### src/rtl/mac_pkg.sv
// Shared MAC definitions: state encodings and default widths.
// Imported by the sequencer and datapath blocks.
package mac_pkg;

  localparam int DATA_W_D = 8;
  localparam int ACC_W_D  = 24;
  localparam int LEN_W_D  = 8;

  typedef enum logic [1:0] {
    IDLE  = 2'd0,
    ACCUM = 2'd1,
    DONE  = 2'd2
  } state_e;

endpackage

### src/rtl/mac_datapath.sv
// Multiplier plus accumulator register with clear/enable.
// Overflow is sticky until the next clear or reset.
module mac_datapath
  import mac_pkg::*;
#(
  parameter int DATA_W = DATA_W_D,
  parameter int ACC_W  = ACC_W_D
) (
  input  logic              clk,
  input  logic              rst,
  input  logic              clr,
  input  logic              en,
  input  logic [DATA_W-1:0] a,
  input  logic [DATA_W-1:0] b,
  output logic [ACC_W-1:0]  acc,
  output logic              overflow
);

  logic [2*DATA_W-1:0] prod;
  logic [ACC_W:0]      sum;

  // Unsigned product, zero-extended; sum keeps the carry bit.
  always_comb begin
    prod = {{DATA_W{1'b0}}, a} * {{DATA_W{1'b0}}, b};
    sum  = {1'b0, acc}
         + {{(ACC_W + 1 - 2*DATA_W){1'b0}}, prod};
  end

  // Accumulator and sticky carry-out; clear wins over enable.
  always_ff @(posedge clk or posedge rst) begin
    if (rst) begin
      acc      <= '0;
      overflow <= 1'b0;
    end else if (clr) begin
      acc      <= '0;
      overflow <= 1'b0;
    end else if (en) begin
      acc      <= sum[ACC_W-1:0];
      overflow <= overflow | sum[ACC_W];
    end
  end

endmodule

### src/rtl/mac_sequencer.sv
// Dot-product sequencer: start/len command, operand stream in,
// one accumulated result out, all over valid/ready handshakes.
module mac_sequencer
  import mac_pkg::*;
#(
  parameter int DATA_W = DATA_W_D,
  parameter int ACC_W  = ACC_W_D,
  parameter int LEN_W  = LEN_W_D
) (
  input  logic              clk,
  input  logic              rst,
  input  logic              start,
  input  logic [LEN_W-1:0]  len,
  output logic              busy,
  input  logic              in_valid,
  output logic              in_ready,
  input  logic [DATA_W-1:0] a,
  input  logic [DATA_W-1:0] b,
  output logic              out_valid,
  input  logic              out_ready,
  output logic [ACC_W-1:0]  result,
  output logic              overflow
);

  localparam logic [LEN_W-1:0] ONE = LEN_W'(1);

  state_e           state, state_d;
  logic [LEN_W-1:0] cnt, cnt_d;
  logic             clr, en;

  mac_datapath #(
    .DATA_W (DATA_W),
    .ACC_W  (ACC_W)
  ) u_dp (
    .clk      (clk),
    .rst      (rst),
    .clr      (clr),
    .en       (en),
    .a        (a),
    .b        (b),
    .acc      (result),
    .overflow (overflow)
  );

  // Next-state, counter update and datapath strobes.
  always_comb begin
    state_d = state;
    cnt_d   = cnt;
    clr     = 1'b0;
    en      = 1'b0;
    unique case (state)
      IDLE: begin
        if (start) begin
          clr     = 1'b1;
          cnt_d   = len;
          state_d = (len != '0) ? ACCUM : DONE;
        end
      end
      ACCUM: begin
        if (in_valid) begin
          en    = 1'b1;
          cnt_d = cnt - ONE;
          if (cnt == ONE) state_d = DONE;
        end
      end
      DONE: begin
        if (out_ready) state_d = IDLE;
      end
      default: state_d = IDLE;
    endcase
  end

  // State and counter registers.
  always_ff @(posedge clk or posedge rst) begin
    if (rst) begin
      state <= IDLE;
      cnt   <= '0;
    end else begin
      state <= state_d;
      cnt   <= cnt_d;
    end
  end

  // Handshake/status outputs registered from the next state.
  always_ff @(posedge clk or posedge rst) begin
    if (rst) begin
      busy      <= 1'b0;
      in_ready  <= 1'b0;
      out_valid <= 1'b0;
    end else begin
      busy      <= (state_d != IDLE);
      in_ready  <= (state_d == ACCUM);
      out_valid <= (state_d == DONE);
    end
  end

endmodule

### config.mk
export PLATFORM = sky130hd
export DESIGN_NAME = mac_sequencer
export DESIGN_NICKNAME = d
export VERILOG_FILES = /design/src/rtl/mac_pkg.sv /design/src/rtl/mac_datapath.sv /design/src/rtl/mac_sequencer.sv
export SDC_FILE = /design/constraint.sdc
export NUM_CORES = 1
export LEC_CHECK = 0
export CORE_AREA = 2 2 127 129
export CTS_BUF_LIST = sky130_fd_sc_hd__clkbuf_4 sky130_fd_sc_hd__clkbuf_8
export CTS_CLUSTER_DIAMETER = 150
export DETAILED_ROUTE_END_ITERATION = 16
export DIE_AREA = 0 0 129 131
export PLACE_DENSITY = 0.51
export SYNTH_ARGS = -nofsm -noshare
export SYNTH_HDL_FRONTEND = slang
export SYNTH_SLANG_ARGS = --single-unit
export TNS_END_PERCENT = 1
### constraint.sdc
create_clock -name clk -period 4.05 [get_ports clk]
set_input_delay 0.6075 -clock clk [delete_from_list [all_inputs] [get_ports clk]]
set_output_delay 0.6075 -clock clk [all_outputs]
set_load 0.02 [all_outputs]
==> impl_metrics.ini, run 1 <==
[cts]
clockRootBuffer = clkbuf_8
insertion_delay_ns = 0.31
cts-htree-levels = 2
clockBufferDepth = 2
cts_tree = done
cts_buffers = 5
cts.sinks = 38
cts.clk_slew.worst_paths_ns = 0.08
hold_buffers = 0

[cells_and_area]
fin_util_pct = 40.0
insertedDiodeCount = 0
drive_above_1_share_pct = 23.4
area_growth_pct = 37.2
design_area_sq_mm = 0.00624
nNetsFinal = 770

[yosys]
synth.distinct_cells = 58
synth_area_sq_mm = 0.00455
avgSynthCellArea_sq_um = 8.60
yosysWarnings = 0
ys_seq_elements = 38
synth_edf_count = 0
synthArstFlopShare_pct = 100
synth_ff_type = dfrtp_1
syn_inst = 529
yosysSeqAreaShare_pct = 20.9
syn_nets = 651

[floorplanning]
die_area_sq_mm = 0.0169
fp-row-count = 46
die_h_um = 131
core_area_sq_mm = 0.0156
die_w_um = 129
start_util_pct = 29.2
ios = 57

[hold_path]
hold_start = u_dp.acc[17]
min_path_cells = 2
min_path_type = reg -> reg
holdPathEnd = u_dp.acc[17]

[grt]
grt_pass1_wl_mm = 21.6
grt_pass1_vias = 4314
grt_usage_pct = 16.0
antenna_found_initial = 0
overflow = 0
grt_start_max_net_pins = 39

[route]
via_count = 3994
drt_first_pass_iters = 4
final_antenna_net_count = 0
drt_iter0_markers = 157
drc = 0
wire_per_inst_um = 14.5
vias_per_cell = 4.62
routed_wl_mm = 12.5

[timing]
worst_slew_pin_slew_ns = 0.854
fmax_mhz = 240
post-route-period-util_pct = 103
period_minus_slack_ns = 4.18
setup_ws_ns = -0.125
hold_violations = 0
maxSlewHeadroom_pct = 43.0
finalSetupViolations = 9
rsz0062_at_grt = true
fin_skew_ns = 0.0141
finalMaxSlewViolations = 0

[pwr]
vdd_drop_max_v = 0.000425
totalPowerFinal_w = 0.00603
power_density_mw_per_mm2 = 967
leakagePower_nw = 2.93

[critical_path]
cp_max_fo = 7
cp_cell_sequence = buf_12, buf_6, nand2_2, fa_1, inv_1, fa_1, inv_1, fa_1, fa_1, inv_2, ha_4, a21o_1, a21oi_4, a21oi_4, buf_6, o31ai_4, xor2_1, o21ai_1
required_ns = 4.24
path_class = in -> reg
cp-start-kind = input pin
r2r_end = u_dp.acc[16]
cp_slowest_cell = fa_1
slowest_delay_ns = 0.52
cp-startpoint = a[5]
r2r_start = u_dp.acc[6]
cp_num_buf_inv = 6
endpoint_kind = register
rr_worst_depth = 16
critPathTopFamily = adder cells
arrival_ns = 4.36
r2r_slack_ns = -0.08
cpMostUsedCell = fa_1

[placed_design]
io_buffers = 56
place_hpwl_mm = 9.78
dpl-instance-area_sq_mm = 0.00588
gp_congestion = 0.867

[status]
status = complete, but fails checks
violations = negative setup slack

[flow_run]
drv_cap = 0
-- through the flow --
stage	cells	setup TNS (ns)	hold WS (ns)	worst slack (ns)
floorplan	529	-1.94	0.483	-0.247
global placement	853	-18.76	0.517	-1.21
detailed placement	853	-18.46	0.522	-1.23
CTS	865	-1.19	0.540	-0.208
global route	865	-2.53	0.584	-0.266
finish	865	-0.652	0.529	-0.125
-- worst max-delay path by stage --
stage | end | slack (ns) | cells after the start
after global routing | u_dp.acc[22] | -0.27 | 15
after global placement | u_dp.acc[16] | -1.21 | 18
final | u_dp.acc[16] | -0.13 | 18
after CTS | u_dp.acc[16] | -0.21 | 19
after detailed placement | u_dp.acc[21] | -1.23 | 16
after floorplan | u_dp.acc[10] | -0.25 | 16
-- cell type report --
| cell class | count | area, sq um |
|---|---|---|
| Timing Repair Buffer | 124 | 1080 |
| Inverter | 100 | 375 |
| Tap cell | 216 | 270 |
| Clock buffer | 6 | 82.6 |
| Sequential cell | 38 | 951 |
| Fill cell | 1584 | 9360 |
| Clock inverter | 2 | 12.5 |
| Multi-Input combinational cell | 379 | 3470 |
-- report_power, final --
part / switching, W / internal (W) / leakage [nW] / total (W)
Clock: 0.000158 / 0.000137 / 0.0472 / 0.000295
Combinational: 0.00269 / 0.00241 / 2.42 / 0.00510
Sequential: 0.000112 / 0.000527 / 0.463 / 0.000639
-- metal layers --
metal	wire, um	up-vias	global-route usage (%)	part of all wire (%)
met1	5960	1945	21.4	48
li1	-	1961	-	-
met4	130	0	3.77	1.0
met5	0	-	0	0
met2	5960	80	27.8	48
met3	458	8	2.08	3.7
-- worst min-delay path, delay by kind of cell (launching register included) --
| family | cells | cell delay (ns) |
|---|---|---|
| flops | 1 | 0.37 |
| compound gates | 1 | 0.07 |
| simple gates | 1 | 0.05 |
-- sequential cells by signal, summed over array words and instances, names as in the netlist --
name,cells
cnt,8
busy,1
out_valid,1
state,2
u_dp.overflow,1
u_dp.acc,24
in_ready,1
-- cells in the final DEF, fill, tap and decap left out, types with 4 or more instances in the layout --
cell type	instances
nand2_2	4
and2_1	33
o21a_1	5
a21oi_2	7
o22ai_1	6
nand2_1	61
buf_6	8
and2_4	7
a21oi_1	21
o21ai_1	5
fa_2	5
inv_2	5
buf_4	70
clkbuf_8	6
nor2_1	24
o21ai_2	4
fa_1	45
nand3_1	9
o21ai_0	17
nand2b_1	4
clkdlybuf4s50_1	40
xor2_1	6
nand4_1	6
dfrtp_1	38
ha_4	8
nor3_1	5
ha_1	35
o211ai_1	4
inv_1	95
-- cell families (layout without fill, tap and decap cells) --
kind of cell | after synthesis | in the layout | synth area share [%]
multiplexers | 2 | 2 | 0.440
adder cells (fa/ha/maj) | 93 | 93 | 33.8
flip-flops | 38 | 38 | 20.9
AND/OR/NAND/NOR | 174 | 174 | 19.3
XOR/XNOR | 10 | 10 | 1.93
buffers and inverters | 112 | 232 | 9.41
AO/OA/AOI/OAI | 100 | 100 | 14.2
-- synth_stat cells (all sizes together), types with 3 or more instances --
cell	count	area, sq um
inv	100	375
nand2	65	244
fa	50	1000
ha	43	538
and2	40	250
dfrtp	38	951
a21oi	30	165
o21ai	28	144
nor2	25	96.4
nand3	9	45.0
clkbuf	8	30.0
nand4	7	50.1
nor3	7	35.0
xor2	7	61.3
o22ai	6	37.5
o21a	5	37.5
buf	4	22.5
nand2b	4	25.0
o211ai	4	30.0
a21o	3	22.5
a31oi	3	18.8
o31ai	3	22.5
o32ai	3	26.3
xnor2	3	26.3
-- what timing repair did --
item,4_1_cts,5_1_grt
endpoints found under the hold margin,0,0
gates resized for setup,129,23
endpoints found under the setup margin,19,17
setup buffers,4,1
gates cloned,0,0
pin swaps,40,30
Power figures use the tool's default switching activity.
==> inputs of run 2 (changes only) <==
--- a/config.mk
+++ b/config.mk
@@ -5,12 +5,13 @@
 export SDC_FILE = /design/constraint.sdc
 export NUM_CORES = 1
 export LEC_CHECK = 0
-export CORE_AREA = 2 2 127 129
+export CORE_AREA = 8 8 124 126
 export CTS_BUF_LIST = sky130_fd_sc_hd__clkbuf_4 sky130_fd_sc_hd__clkbuf_8
 export CTS_CLUSTER_DIAMETER = 150
 export DETAILED_ROUTE_END_ITERATION = 16
-export DIE_AREA = 0 0 129 131
-export PLACE_DENSITY = 0.51
+export DIE_AREA = 0 0 132 134
+export DONT_BUFFER_PORTS = 1
+export PLACE_DENSITY = 0.52
 export SYNTH_ARGS = -nofsm -noshare
 export SYNTH_HDL_FRONTEND = slang
 export SYNTH_SLANG_ARGS = --single-unit
==> impl_metrics.ini, run 2 (synthesis results as in run 1) <==
[status]
status = complete, but fails checks
violations = negative setup slack

[grt]
antenna_found_initial = 0
overflow = 0
grt_start_max_net_pins = 39
grt_pass1_wl_mm = 21.1
grt_pass1_vias = 4059
grt_usage_pct = 14.7

[cells_and_area]
nNetsFinal = 704
design_area_sq_mm = 0.00556
largest_reg_flops = 24
fin_util_pct = 41.2
area_growth_pct = 22.3
multi_input_area_sq_mm = 0.00349
fill_cells = 1353
final_common_cell = inv_1
top_register = u_dp.acc
insertedDiodeCount = 0
reg_top3 = u_dp.acc: 24 flops, cnt: 8 flops, state: 2 flops
most-common-layout-cells = inv_1, nand2_1, buf_4
drive_above_1_share_pct = 20.3
seq_area_sq_um = 951

[route]
routed_wl_mm = 12.2
final_antenna_net_count = 0
vias_per_cell = 4.89
wire_per_inst_um = 16.1
via_count = 3722
drt_iter0_markers = 175
drt_first_pass_iters = 4
drc = 0

[critical_path]
cp-startpoint = b[5]
cp-start-kind = input pin
cp_max_fo = 8
path_class = in -> reg
r2r_slack_ns = -0.07
worstSetupEndpoint = u_dp.acc[22]
required_ns = 4.26
rr_worst_depth = 15
r2r_end = u_dp.acc[22]
arrival_ns = 4.36
endpoint_kind = register
r2r_start = u_dp.acc[6]

[timing]
setup_ws_ns = -0.0954
finalMaxSlewViolations = 0
worst_slew_pin_slew_ns = 0.831
maxSlewHeadroom_pct = 44.5
fmax_mhz = 241
fin_skew_ns = 0.00907
rsz0062_at_grt = true
post-route-period-util_pct = 102
finalSetupViolations = 5
hold_ws_ns = 0.314
hold_violations = 0
period_minus_slack_ns = 4.15

[hold_path]
min_path_type = in -> async

[cts]
clockBufferDepth = 2
cts.clk_slew.worst_paths_ns = 0.08
cts.sinks = 38
cts-htree-levels = 2
clockRootBuffer = clkbuf_8
hold_buffers = 0
cts_tree = done
cts_buffers = 5
insertion_delay_ns = 0.30

[floorplanning]
ios = 57
start_util_pct = 33.7
die_area_sq_mm = 0.0177
die_w_um = 132
core_area_sq_mm = 0.0135
fp-row-count = 43
die_h_um = 134

[flow_run]
drv_cap = 0

[placed_design]
pre_cts_ws_ns = -0.605
place_hpwl_mm = 9.65
dpl-instance-area_sq_mm = 0.00515
gp_congestion = 0.819
io_buffers = 0
run 2: how the worst min path moves through the flow:
| stage | slack (ns) | to | depth (start not counted) |
|---|---|---|---|
| after floorplan | 0.48 | cnt[2] | 2 |
| after global placement | 0.52 | cnt[2] | 2 |
| after detailed placement | 0.54 | cnt[2] | 2 |
| after CTS | 0.34 | u_dp.acc[2] | 2 |
| after global routing | 0.37 | u_dp.acc[2] | 2 |
| final | 0.31 | u_dp.acc[4] | 2 |
run 2: per-stage QoR:
stage | setup TNS (ns) | cells
floorplan | -1.94 | 529
global placement | -6.37 | 744
detailed placement | -6.57 | 744
CTS | -0.256 | 755
global route | -1.95 | 761
finish | -0.232 | 761
run 2: critical path: stages:
cell and delay, ns:
and2_1 0.16, fa_1 0.51, fa_1 0.51, inv_1 0.05
fa_1 0.47, fa_1 0.56, inv_1 0.07, ha_4 0.30
nand4_1 0.14, a21oi_4 0.27, o21ai_4 0.11, a2111o_1 0.41
a31oi_1 0.20
run 2: repair_timing:
action	CTS	global route
setup endpoints to repair	14	16
gates resized for setup	33	22
pin swaps	29	53
setup buffers	5	6
run 2: final cells by class:
type | instances | area share [%]
multi-input cells | 379 | 62.7
flip-flops and latches | 38 | 17.1
repair buffers | 58 | 7.89
inverters | 100 | 6.75
well taps | 180 | 4.05
clock buffers | 6 | 1.48
run 2: layer usage:
layer | track usage, % | wire length, um | vias up
met5 | 0 | 0 | -
met2 | 23.5 | 5620 | 63
li1 | - | - | 1827
met4 | 3.89 | 147 | 0
met1 | 19.2 | 5750 | 1821
met3 | 4.00 | 716 | 11
Power of run 2 is left out: the tool's default activity adds up to more than one toggle a clock period on the data nets, which glitch-free logic cannot reach.
==> inputs of run 3 (changes only) <==
--- a/config.mk
+++ b/config.mk
@@ -5,13 +5,13 @@
 export SDC_FILE = /design/constraint.sdc
 export NUM_CORES = 1
 export LEC_CHECK = 0
-export CORE_AREA = 8 8 124 126
+export CORE_AREA = 8 8 133 135
 export CTS_BUF_LIST = sky130_fd_sc_hd__clkbuf_4 sky130_fd_sc_hd__clkbuf_8
 export CTS_CLUSTER_DIAMETER = 150
 export DETAILED_ROUTE_END_ITERATION = 16
-export DIE_AREA = 0 0 132 134
+export DIE_AREA = 0 0 141 143
 export DONT_BUFFER_PORTS = 1
-export PLACE_DENSITY = 0.52
+export PLACE_DENSITY = 0.46
 export SYNTH_ARGS = -nofsm -noshare
 export SYNTH_HDL_FRONTEND = slang
 export SYNTH_SLANG_ARGS = --single-unit
==> impl_metrics.ini, run 3 (synthesis results as in run 1) <==
[route]
vias_per_cell = 4.73
drc = 0
drt_iter0_markers = 180
drt_first_pass_iters = 4
routed_wl_mm = 12.6
via_count = 3787
wire_per_inst_um = 15.7
final_antenna_net_count = 0

[timing]
setup_ws_ns = -0.0780
post-route-period-util_pct = 102
finalMaxSlewViolations = 0
fin_skew_ns = 0.0148
period_minus_slack_ns = 4.13
finalSetupViolations = 5
hold_violations = 0
fmax_mhz = 242
finalSetupTns_ns = -0.235
rsz0062_at_grt = true
maxSlewHeadroom_pct = 45.2
worst_slew_pin_slew_ns = 0.821

[cells_and_area]
seq_area_sq_um = 951
final_common_cell = inv_1
reg_top3 = u_dp.acc: 24 flops, cnt: 8 flops, state: 2 flops
drive_above_1_share_pct = 21.2
multi_input_area_sq_mm = 0.00346
most-common-layout-cells = inv_1, nand2_1, buf_4
top_register = u_dp.acc
fill_cells = 1596
area_growth_pct = 23.6
insertedDiodeCount = 0
largest_reg_flops = 24
nNetsFinal = 706

[cts]
insertion_delay_ns = 0.31
cts.clk_slew.worst_paths_ns = 0.09
clockBufferDepth = 2
clockRootBuffer = clkbuf_8
cts.sinks = 38
cts_tree = done
cts-htree-levels = 2
cts_buffers = 5
hold_buffers = 0

[hold_path]
min_path_type = in -> async

[critical_path]
cp-start-kind = input pin
r2r_start = u_dp.acc[6]
r2r_end = u_dp.acc[16]
path_class = in -> reg
rr_worst_depth = 16
required_ns = 4.20
arrival_ns = 4.28
r2r_slack_ns = -0.08
endpoint_kind = register
cp_max_fo = 8

[status]
violations = negative setup slack
status = complete, but fails checks

[floorplanning]
die_h_um = 143
core_area_sq_mm = 0.0156
fp-row-count = 46
die_area_sq_mm = 0.0202
die_w_um = 141
start_util_pct = 29.2
ios = 57

[grt]
grt_usage_pct = 12.9
grt_pass1_wl_mm = 20.9
antenna_found_initial = 0
grt_start_max_net_pins = 39
grt_pass1_vias = 4042
overflow = 0

[placed_design]
io_buffers = 0
gp_congestion = 0.775
place_hpwl_mm = 10.0

[flow_run]
drv_cap = 0
## run 3: cell count changes in the layout (fill, tap and decap cells not counted), sizes merged
cell    change
clkbuf      +2
clkinv      +1
buf         +2
inv         -1
## run 3: worst max-delay path, stage by stage
cell and delay [ns]:
and2_1 0.15, fa_1 0.46, fa_1 0.54, inv_1 0.05, fa_1 0.48, fa_1 0.53, inv_2 0.05, ha_4 0.23
a21o_1 0.19, a21oi_4 0.23, a21oi_4 0.12, o31ai_2 0.27, buf_4 0.16, xor2_1 0.15, o21ai_1 0.07
## run 3: cell type report
type | instances | share of cell area, %
Inverter | 100 | 6.68
Clock buffer | 8 | 1.96
Multi-Input combinational cell | 379 | 61.6
Sequential cell | 38 | 16.9
Timing Repair Buffer | 60 | 8.01
Tap cell | 216 | 4.81
## run 3: repair_timing
action / in CTS / in global routing
pin swaps: 42 / 32
buffers inserted: 10 / 2
gates resized for setup: 34 / 20
setup endpoints to repair: 13 / 15
## run 3: stage by stage
stage                     instance area (sq um)  worst slack [ns]  std cells  util [%]  hold slack (ns)
after floorplan                            4650            -0.247        529         -            0.483
after global placement                     5200            -0.590        781      33.4            0.519
after detailed placement                   5200            -0.569        781      33.4            0.529
after CTS                                  5520           -0.0563        799      35.4            0.326
after global routing                       5620            -0.194        801      36.0            0.361
final                                      5620           -0.0780        801      36.0            0.319
## run 3: per-layer routing
metal | GRT usage [%] | up-vias | wire [um]
met1 | 16.5 | 1867 | 5860
met3 | 3.77 | 12 | 878
met4 | 3.22 | 0 | 148
met2 | 21.0 | 77 | 5670
li1 | - | 1831 | -
met5 | 0 | - | 0
## run 3: how the worst max path moves through the flow
stage,start,endpoint,slack (ns),cells after the start
3_3_place_gp,a[0],u_dp.acc[21],-0.59,15
6_report,a[1],u_dp.acc[16],-0.08,15
5_1_grt,u_dp.acc[6],u_dp.acc[16],-0.19,16
3_5_place_dp,a[0],u_dp.acc[21],-0.57,15
2_1_floorplan,b[0],u_dp.acc[10],-0.25,16
4_1_cts,u_dp.acc[6],u_dp.acc[10],-0.06,15
Power of run 3 is left out for the same reason.
